==> config.mk <==
export PLATFORM = sky130hd
export DESIGN_NAME = enemy_missile_launcher
export DESIGN_NICKNAME = d
export VERILOG_FILES = /design/src/rtl/enemy_missile_launcher.sv
export SDC_FILE = /design/constraint.sdc
export NUM_CORES = 1
export LEC_CHECK = 0
export CAP_MARGIN = 15
export CORE_MARGIN = 2
export CORE_UTILIZATION = 58
export CTS_CLUSTER_SIZE = 8
export DETAILED_ROUTE_END_ITERATION = 7
export GPL_TIMING_DRIVEN = 0
export PLACE_DENSITY = 0.92
export REMOVE_ABC_BUFFERS = 1
export SLEW_MARGIN = 25
export SYNTH_ARGS = -nofsm -noshare
export SYNTH_HDL_FRONTEND = slang
export SYNTH_SLANG_ARGS = --single-unit
==> constraint.sdc <==
create_clock -name clk -period 3.4 [get_ports clk]
set_input_delay 0.68 -clock clk [delete_from_list [all_inputs] [get_ports clk]]
set_output_delay 0.68 -clock clk [all_outputs]
set_load 0.1 [all_outputs]
==> src/rtl/enemy_missile_launcher.sv <==
// Enemy missile launcher: samples 5 random bits per attempt, offers a launch, then cools down.
// Optional LAUNCH_X_CLAMP_EN folds out-of-range columns back into 0..LAST_COL.
module enemy_missile_launcher #(
  parameter int unsigned MAX_ACTIVE = 4,
  parameter int unsigned COOLDOWN   = 8,
  parameter int unsigned LAST_COL   = 9
) (
  input  logic       clk,
  input  logic       rst_n,
  input  logic       tick,
  input  logic       rand_bit,
  input  logic       missile_done,
  input  logic       launch_ready,
  output logic       launch_valid,
  output logic [3:0] launch_x,
  output logic [2:0] active_count
);

  localparam logic [3:0] LC   = 4'(LAST_COL);
  localparam logic [3:0] LC1  = 4'(LAST_COL + 1);
  localparam logic [2:0] MAXA = 3'(MAX_ACTIVE);
  localparam logic [7:0] CD   = 8'(COOLDOWN);

  typedef enum logic [1:0] {
    ST_SAMPLE   = 2'd0,
    ST_OFFER    = 2'd1,
    ST_COOLDOWN = 2'd2
  } state_t;

  state_t     r_state;
  logic [4:0] r_sample;
  logic [2:0] r_scnt;
  logic [7:0] r_cool;
  logic       r_valid;
  logic [3:0] r_x;
  logic [2:0] r_active;

  logic [4:0] w_next;
  logic [3:0] w_col;
  logic       w_hs;

  // New bit enters at the LSB, so the first sampled bit ends up as the fire flag.
  assign w_next = {r_sample[3:0], rand_bit};
  assign w_hs   = (r_state == ST_OFFER) && launch_ready;

`ifdef LAUNCH_X_CLAMP_EN
  logic [3:0] w_sub;
  always_comb begin
    w_sub = w_next[3:0] - LC1;
    w_col = w_next[3:0];
    if (w_next[3:0] > LC) begin
      w_col = (w_sub > LC) ? LC : w_sub;
    end
  end
`else
  assign w_col = w_next[3:0];
`endif

  always_ff @(posedge clk or negedge rst_n) begin
    if (!rst_n) begin
      r_state  <= ST_SAMPLE;
      r_sample <= '0;
      r_scnt   <= '0;
      r_cool   <= '0;
      r_valid  <= 1'b0;
      r_x      <= '0;
      r_active <= '0;
    end else begin
      // A launch and a retirement in the same cycle cancel out.
      if (w_hs && !missile_done) begin
        r_active <= r_active + 3'd1;
      end else if (!w_hs && missile_done && (r_active != 3'd0)) begin
        r_active <= r_active - 3'd1;
      end

      case (r_state)
        ST_SAMPLE: begin
          if (tick) begin
            r_sample <= w_next;
            if (r_scnt == 3'd4) begin
              r_scnt <= '0;
              if (w_next[4] && (r_active < MAXA)) begin
                r_state <= ST_OFFER;
                r_valid <= 1'b1;
                r_x     <= w_col;
              end
            end else begin
              r_scnt <= r_scnt + 3'd1;
            end
          end
        end
        ST_OFFER: begin
          if (launch_ready) begin
            r_valid <= 1'b0;
            r_cool  <= CD;
            r_state <= ST_COOLDOWN;
          end
        end
        ST_COOLDOWN: begin
          if (tick) begin
            if (r_cool <= 8'd1) begin
              r_cool  <= '0;
              r_scnt  <= '0;
              r_state <= ST_SAMPLE;
            end else begin
              r_cool <= r_cool - 8'd1;
            end
          end
        end
        default: r_state <= ST_SAMPLE;
      endcase
    end
  end

  assign launch_valid = r_valid;
  assign launch_x     = r_x;
  assign active_count = r_active;

endmodule

==> impl_metrics.tcl, run 1 <==
set metrics [dict create \
    io_pins 14 \
    postRouteWirelength_mm 2.61 \
    drc_errors 0 \
    synth_mux_area_share_pct 8.66 \
    clock-sinks 25 \
    synthAdderAreaFrac_pct 5.21 \
    cpLargestDelayFamily "buffers and inverters" \
    whs_ps 299 \
    cts_buffers 3 \
    crit_path_max_incr_delay_ps 1180 \
    grt_pass1_wl_mm 4.32 \
    numPortBuffers 13 \
    postPlaceCellArea_um2 1470 \
    rows 17 \
    viasPerCell 5.90 \
    synth_top_family_by_area "compound AO/OA/AOI/OAI gates" \
    rsz0062_at_grt "no" \
    clockBufferDepth 2 \
    fillCellCount 161 \
    synth_edf_count 0 \
    synth_flop_cell "dfrtp_1" \
    synth-simple-area-share_pct 15.4 \
    layout-drive-gt1-share_pct 19.0 \
    ys_top_cells_by_area "dfrtp_1 (47%), mux2_4 (4.5%), mux2_2 (4.2%)" \
    antenna_found_initial 0 \
    ys_ff_latch 25 \
    post-dp-hpwl_mm 1.91 \
    setup_slack_ps 713 \
    core_area_um2 2190 \
    synth_compound_area_share_pct 15.8 \
    required_ps 2720 \
    synth.top_cells.by_count "dfrtp_1 (25), nor2_1 (14), nand2_1 (9)" \
    leakage_nw 0.647 \
    post-place-ws_ps 474 \
    fin_crit_ps 2690 \
    die_h_um 52.1 \
    grt_pass1_vias 971 \
    cts_hold_buf 0 \
    fin_area_um2 1500 \
    grt_remaining_overflow 0 \
    syn_to_final_growth_pct 11.3 \
    antennaDiodeCount 0 \
    start_util_pct 61.3 \
    relSlewSlack_pct 33.7 \
    ctsHtreeMaxLevel 1 \
    gr-usage-all-layers_pct 22.1 \
    cp-end-kind "primary output" \
    min_period_over_period_pct 79.0 \
    via_count 973 \
    synth_top_area_share_pct 46.6 \
    status "completed" \
    finalPower_mw 1.53 \
    die_x_um 52.1 \
    ant_nets 0 \
    synthDistinctLibCells 40 \
    grt_max_degree 26 \
    fin_nets 149 \
    cts_setup_buffers 0 \
    max_cap_violations 0 \
    tightestPinTransition_ps 992 \
    arrival_ps 2010 \
    cpMaxStageDelayCell "clkdlybuf4s50_1" \
    place_congestion 0.749 \
    syn_inst 124 \
    vdd_ir_drop_max_mv 0.542 \
    synth.avg_cell_area_um2 10.8 \
    async_flop_share_pct 100 \
    cts-root-buf "clkbuf_4" \
    drt_iter0_drc 18 \
    die_area_um2 2720 \
    cp_max_fo 6 \
    clk_latency_ps 340 \
    cp_num_buf_inv 1 \
    synth_xor_area_share_pct 3.26 \
    worstPathCellList "clkdlybuf4s50_1" \
    post_cts_resized 0 \
    crit_type "register to primary output" \
    cts_tree "yes" \
    ys.warnings.count 0 \
    finalSetupViolations 0 \
    yosysMostFrequentCell "dfrtp_1" \
    skew_ps 12.9 \
    wl_per_cell_um 15.8 \
    maxSlewViolCount 0 \
    fin_setup_tns_ps 0 \
    p_per_area_nw_per_um2 1020 \
    max_freq_mhz 372 \
    hp-class "input pin to async pin" \
    yosysSeqAreaShare_pct 46.6 \
    dr.pass1.iters 4 \
    synth_top_area_cell "dfrtp_1" \
    cp-start-kind "register" \
    netlist_area_um2 1340 \
    clk_pin_slew_ps 150 \
    finalHoldViolCount 0 \
]
==> cell usage in the layout (no fill, tap or decap), drive strengths merged, types with 2 or more instances in the layout <==
cell	instances
dfrtp	25
nor2	15
clkdlybuf4s50	12
nand2	9
o21ai	9
mux2	9
inv	8
xor2	5
a21oi	5
o211ai	5
ha	4
nand3	3
clkbuf	3
nor3	3
and3b	2
a31oi	2
nand2b	2
a31o	2
==> per-stage QoR <==
stage                     std cells  utilization, %
after detailed placement        161            66.9
after floorplan                 120               -
after global placement          161            67.1
after global routing            165            68.2
final                           165            68.2
after CTS                       165            68.2
==> sequential cells by signal, indices dropped and copies added, names as in the netlist <==
signal	count
launch_valid	1
r_cool	8
r_sample	4
launch_x	4
r_scnt	3
r_state	2
active_count	3
==> power breakdown <==
group	switching, mW	internal, mW
combinational	0.551	0.284
sequential	0.138	0.419
clock	0.0959	0.0452
total	0.785	0.747
==> path summary, 6_finish.rpt <==
check	from	to	slack [ps]	cells after the start
worst max-delay path	active_count[2]	active_count[2]	710	1
worst min-delay path	rst_n	r_cool[7]	300	1
worst max register to register	r_state[1]	active_count[1]	1090	6
worst min register to register	launch_x[0]	launch_x[0]	540	1
max in group asynchronous	rst_n	r_cool[1]	2730	1
min in group clk	launch_x[0]	launch_x[0]	540	1
==> routing by layer <==
metal | vias to the layer above | wire [um] | GRT usage, %
li1 | 462 | - | -
met1 | 483 | 1150 | 27.9
met2 | 23 | 1330 | 37.8
met3 | 5 | 77 | 2.59
met4 | 0 | 56 | 10.3
met5 | - | 0 | 0
==> cell type report <==
class	count	area [um^2]	area share [%]
sequential	25	626	41.8
inverter	8	30.0	2.01
tap	28	35.0	2.34
timing repair buffer	13	125	8.37
clock buffer	3	22.5	1.51
multi-input combinational	87	649	43.4
clock inverter	1	7.51	0.502
==> cell families (layout without fill, tap and decap cells) <==
family	after synthesis	in the layout
AOI/OAI and AO/OA	30	30
xor gates and xnor gates	5	5
adders and majority gates	5	5
buffers and inverters	12	25
DFF	25	25
muxes	9	9
and+or+nand+nor	38	38
==> worst reg2reg max path, delay by kind of cell, from the launching register on <==
kind | cells | cell delay (ps)
mux | 1 | 270
flops | 1 | 460
compound gates | 1 | 90
fa+ha+maj | 1 | 480
simple gates | 3 | 870
Power figures use the tool's default switching activity.
==> run 2: changes to the inputs <==
Settings changed: CORE_UTILIZATION 58 to 55, PLACE_DENSITY 0.92 to 0.89.
Clock period 3.4 ns to 2.8 ns, I/O delays scaled along.
==> impl_metrics.tcl, run 2 (synthesis results as in run 1) <==
set metrics [dict create \
    status "completed" \
    postPlaceCellArea_um2 1470 \
    grt_max_degree 26 \
    io_pins 14 \
    cts_hold_buf 0 \
    numPortBuffers 13 \
    layout-drive-gt1-share_pct 19.0 \
    cts_tree "yes" \
    cts_buffers 3 \
    drt_iter0_drc 9 \
    pwr-share-clk_pct 8.3 \
    cp_max_fo 14 \
    tightestPinTransition_ps 974 \
    r2r_cells 6 \
    die_x_um 53.4 \
    cpMaxStageDelayCell "and3b_1" \
    rrSetupSlack_ps 480 \
    met2_length_mm 1.25 \
    die_h_um 53.4 \
    skew_ps 7.73 \
    cpLargestDelayFamily "simple AND/OR/NAND/NOR gates" \
    viasPerCell 5.83 \
    final_cell_mix "dfrtp_1 (25), nor2_1 (14), clkdlybuf4s50_1 (12), nand2_1 (9), inv_1 (6)" \
    whs_ps 206 \
    clock-sinks 25 \
    switchingPower_mw 0.924 \
    max_freq_mhz 390 \
    p_sw_share_pct 50.5 \
    highest_layer "met4" \
    core_area_um2 2250 \
    grt_pass1_vias 977 \
    hp-class "input pin to async pin" \
    drc_errors 0 \
    rows 17 \
    p_per_area_nw_per_um2 1230 \
    wl_per_cell_um 15.0 \
    grt_pass1_wl_mm 4.31 \
    post_cts_resized 0 \
    leakage_nw 0.651 \
    maxSlewViolCount 0 \
    crit_path_frequent_cell "nand2_1" \
    worstPathCellList "clkdlybuf4s50_1 -> and3b_1 -> nand2_1 -> fa_1 -> mux2_2 -> nand2_1 -> o21ai_0" \
    drt-met1-wl_mm 1.17 \
    antennaDiodeCount 0 \
    vdd_ir_drop_max_mv 0.755 \
    r2r-end "active_count[1]" \
    top_register "r_cool" \
    cts-root-buf "clkbuf_4" \
    finalSetupViolations 0 \
    cp-start-kind "input pin" \
    relSlewSlack_pct 34.9 \
    antenna_found_initial 0 \
    grt_remaining_overflow 0 \
    wl_met3_um 46 \
    final_common_cell "dfrtp_1" \
    largest_reg_flops 8 \
    arrival_ps 2740 \
    p_seq_share_pct 36.5 \
    rr_startpoint "r_state[1]" \
    die_area_um2 2850 \
    fillCellCount 182 \
    syn_to_final_growth_pct 11.1 \
    required_ps 2980 \
    max_cap_violations 0 \
    cp-end-kind "register" \
    gr-usage-all-layers_pct 21.0 \
    min_period_over_period_pct 91.6 \
    ant_nets 0 \
    internal_power_mw 0.906 \
    ctsHtreeMaxLevel 1 \
    start_util_pct 59.6 \
    finalHoldViolCount 0 \
    rsz0062_at_grt "no" \
    clk_pin_slew_ps 130 \
    crit_type "input pin to register" \
    place_congestion 0.779 \
    fin_crit_ps 2560 \
    postRouteWirelength_mm 2.47 \
    crit_path_max_incr_delay_ps 550 \
    dr.pass1.iters 4 \
    clockBufferDepth 2 \
    fin_area_um2 1490 \
    cts_setup_buffers 0 \
    p_comb_share_pct 55.2 \
    via_count 962 \
    post-dp-hpwl_mm 1.88 \
    cp_num_buf_inv 1 \
    clk_latency_ps 310 \
    fin_nets 149 \
]
==> run 2: cell types whose count changed in the layout (fill, tap and decap cells not counted) <==
cell	change
clkinvlp_4	-1
clkinv_2	+1
==> run 2: power groups by stage <==
stage / logic (mW) / registers, mW / clock network, mW
after global routing: 1.09 / 0.692 / 0.176
after CTS: 1.01 / 0.666 / 0.159
after detailed placement: 1.01 / 0.675 / 0
final: 1.01 / 0.667 / 0.153
after floorplan: 0.431 / 1.01 / 0
after global placement: 0.972 / 0.659 / 0
==> run 2: layer usage <==
layer | up-vias | track usage, %
li1 | 464 | -
met1 | 488 | 26.6
met2 | 8 | 35.6
met3 | 2 | 3.95
met4 | 0 | 6.84
met5 | - | 0
==> run 2: layout make-up <==
| cell class | count | area (um^2) | area share, % |
|---|---|---|---|
| timing repair buffer | 13 | 125 | 8.38 |
| clock inverter | 1 | 5.00 | 0.335 |
| clock buffer | 3 | 22.5 | 1.51 |
| inverter | 8 | 30.0 | 2.01 |
| tap | 28 | 35.0 | 2.35 |
| multi-input combinational | 87 | 649 | 43.5 |
| sequential | 25 | 626 | 41.9 |
==> run 2: worst max path at each step <==
stage	from	endpoint	slack (ps)	depth (start not counted)
after floorplan	launch_ready	active_count[1]	710	6
after global placement	launch_ready	active_count[1]	80	7
after detailed placement	launch_ready	active_count[1]	-40	7
after CTS	active_count[0]	active_count[0]	260	1
after global routing	launch_ready	active_count[1]	130	7
final	launch_ready	active_count[1]	240	7
==> run 2: metrics by stage <==
step / total power [mW] / cells / utilization [%] / setup WS (ps) / TNS, ps
4_1_cts: 1.84 / 165 / 66.2 / 261 / 0
3_3_place_gp: 1.63 / 161 / 65.2 / 84.6 / 0
2_1_floorplan: 1.44 / 120 / - / 715 / 0
6_report: 1.83 / 165 / 66.2 / 235 / 0
3_5_place_dp: 1.68 / 161 / 65.0 / -41.6 / -41.6
5_1_grt: 1.96 / 165 / 66.2 / 133 / 0
==> run 2: worst reg2reg max path, cell delays in order (launching register included) <==
cell and delay (ps):
dfrtp_1 450, and3b_1 610, nand2_1 220, fa_1 490, mux2_2 270, nand2_1 70, o21ai_0 90
==> run 3: changes to the inputs <==
Settings changed: SLEW_MARGIN 25 to default.
==> impl_metrics.tcl, run 3 (synthesis results as in run 1) <==
set metrics [dict create \
    postRouteWirelength_mm 2.49 \
    cts-root-buf "clkbuf_4" \
    post_cts_resized 0 \
    layout-drive-gt1-share_pct 18.8 \
    wl_per_cell_um 15.0 \
    cp-end-kind "register" \
    grt_max_degree 26 \
    crit_type "input pin to register" \
    fillCellCount 179 \
    place_congestion 0.779 \
    fin_crit_ps 2560 \
    max_cap_violations 0 \
    relSlewSlack_pct 34.8 \
    final_cell_mix "dfrtp_1 (25), nor2_1 (14), clkdlybuf4s50_1 (13), nand2_1 (9), inv_1 (6)" \
    die_h_um 53.4 \
    leakage_nw 0.658 \
    cpMaxStageDelayCell "and3b_1" \
    drt_iter0_drc 11 \
    io_pins 14 \
    arrival_ps 2740 \
    core_area_um2 2250 \
    path_depth 7 \
    internal_power_mw 0.908 \
    p_sw_share_pct 50.5 \
    whs_path_depth 1 \
    dr.pass1.iters 5 \
    grt_pass1_vias 975 \
    via_count 964 \
    ant_nets 0 \
    finalSetupViolations 0 \
    status "completed" \
    p_per_area_nw_per_um2 1210 \
    rsz0062_at_grt "no" \
    pwr-share-clk_pct 8.3 \
    worstPathCellList "clkdlybuf4s50_1 -> and3b_1 -> nand2_1 -> fa_1 -> mux2_2 -> nand2_1 -> o21ai_0" \
    cp_num_buf_inv 1 \
    clock-sinks 25 \
    start_util_pct 59.6 \
    skew_ps 7.26 \
    grt_remaining_overflow 0 \
    cp_max_fo 14 \
    post-dp-hpwl_mm 1.88 \
    clockBufferDepth 2 \
    r2r_cells 6 \
    finalHoldViolCount 0 \
    drc_errors 0 \
    vdd_ir_drop_max_mv 0.756 \
    cts_buffers 3 \
    crit_path_max_incr_delay_ps 540 \
    fin_area_um2 1510 \
    cp-start-kind "input pin" \
    largest_reg_flops 8 \
    final_common_cell "dfrtp_1" \
    syn_to_final_growth_pct 12.6 \
    grt_pass1_wl_mm 4.31 \
    crit_path_frequent_cell "nand2_1" \
    cpLargestDelayFamily "simple AND/OR/NAND/NOR gates" \
    viasPerCell 5.81 \
    antennaDiodeCount 0 \
    tightestPinTransition_ps 975 \
    ctsHtreeMaxLevel 1 \
    top_register "r_cool" \
    die_x_um 53.4 \
    maxSlewViolCount 0 \
    postPlaceCellArea_um2 1470 \
    min_period_over_period_pct 91.3 \
    gr-usage-all-layers_pct 20.9 \
    required_ps 2980 \
    rows 17 \
    numPortBuffers 13 \
    die_area_um2 2850 \
    switchingPower_mw 0.926 \
    antenna_found_initial 0 \
    fin_nets 150 \
    max_freq_mhz 391 \
    hp-class "register to register" \
    clk_latency_ps 310 \
    cts_setup_buffers 0 \
    cts_tree "yes" \
    clk_pin_slew_ps 130 \
    whs_ps 523 \
    p_seq_share_pct 36.5 \
    finalPower_mw 1.83 \
    p_comb_share_pct 55.2 \
    cts_hold_buf 0 \
]
run 3: layer usage:
layer / vias up / part of all wire, % / GRT usage [%]
li1: 464 / - / -
met1: 482 / 46 / 26.1
met2: 16 / 51 / 36.0
met3: 2 / 2.4 / 3.95
met4: 0 / 0.32 / 6.84
met5: - / 0 / 0
run 3: final cells by class:
type	count	area (um^2)	area share, %
Clock inverter	1	5.00	0.331
Tap cell	28	35.0	2.32
Clock buffer	3	22.5	1.49
Sequential cell	25	626	41.4
Inverter	8	30.0	1.99
Timing Repair Buffer	14	145	9.59
Multi-Input combinational cell	87	649	42.9
run 3: power by group through the flow:
| stage | logic, mW | clock network (mW) | registers, mW |
|---|---|---|---|
| 2_1_floorplan | 0.431 | 0 | 1.01 |
| 3_3_place_gp | 0.972 | 0 | 0.659 |
| 3_5_place_dp | 1.01 | 0 | 0.675 |
| 4_1_cts | 1.01 | 0.159 | 0.666 |
| 5_1_grt | 1.09 | 0.176 | 0.692 |
| 6_report | 1.01 | 0.153 | 0.669 |
run 3: final timing paths:
kind | startpoint | slack, ps | to
min in group asynchronous | rst_n | 550 | r_cool[3]
setup reg to reg | r_state[1] | 490 | active_count[1]
setup / recovery | launch_ready | 240 | active_count[1]
max in group asynchronous | rst_n | 1790 | r_sample[0]
hold reg to reg | launch_x[1] | 520 | launch_x[1]
hold / removal | launch_x[1] | 520 | launch_x[1]
run 3: stage by stage:
step,worst slack (ps),utilization (%),TNS [ps],instances
2_1_floorplan,715,-,0,120
3_3_place_gp,84.6,65.2,0,161
3_5_place_dp,-41.6,65.2,-41.6,161
4_1_cts,261,66.4,0,165
5_1_grt,133,67.1,0,166
6_report,244,67.1,0,166
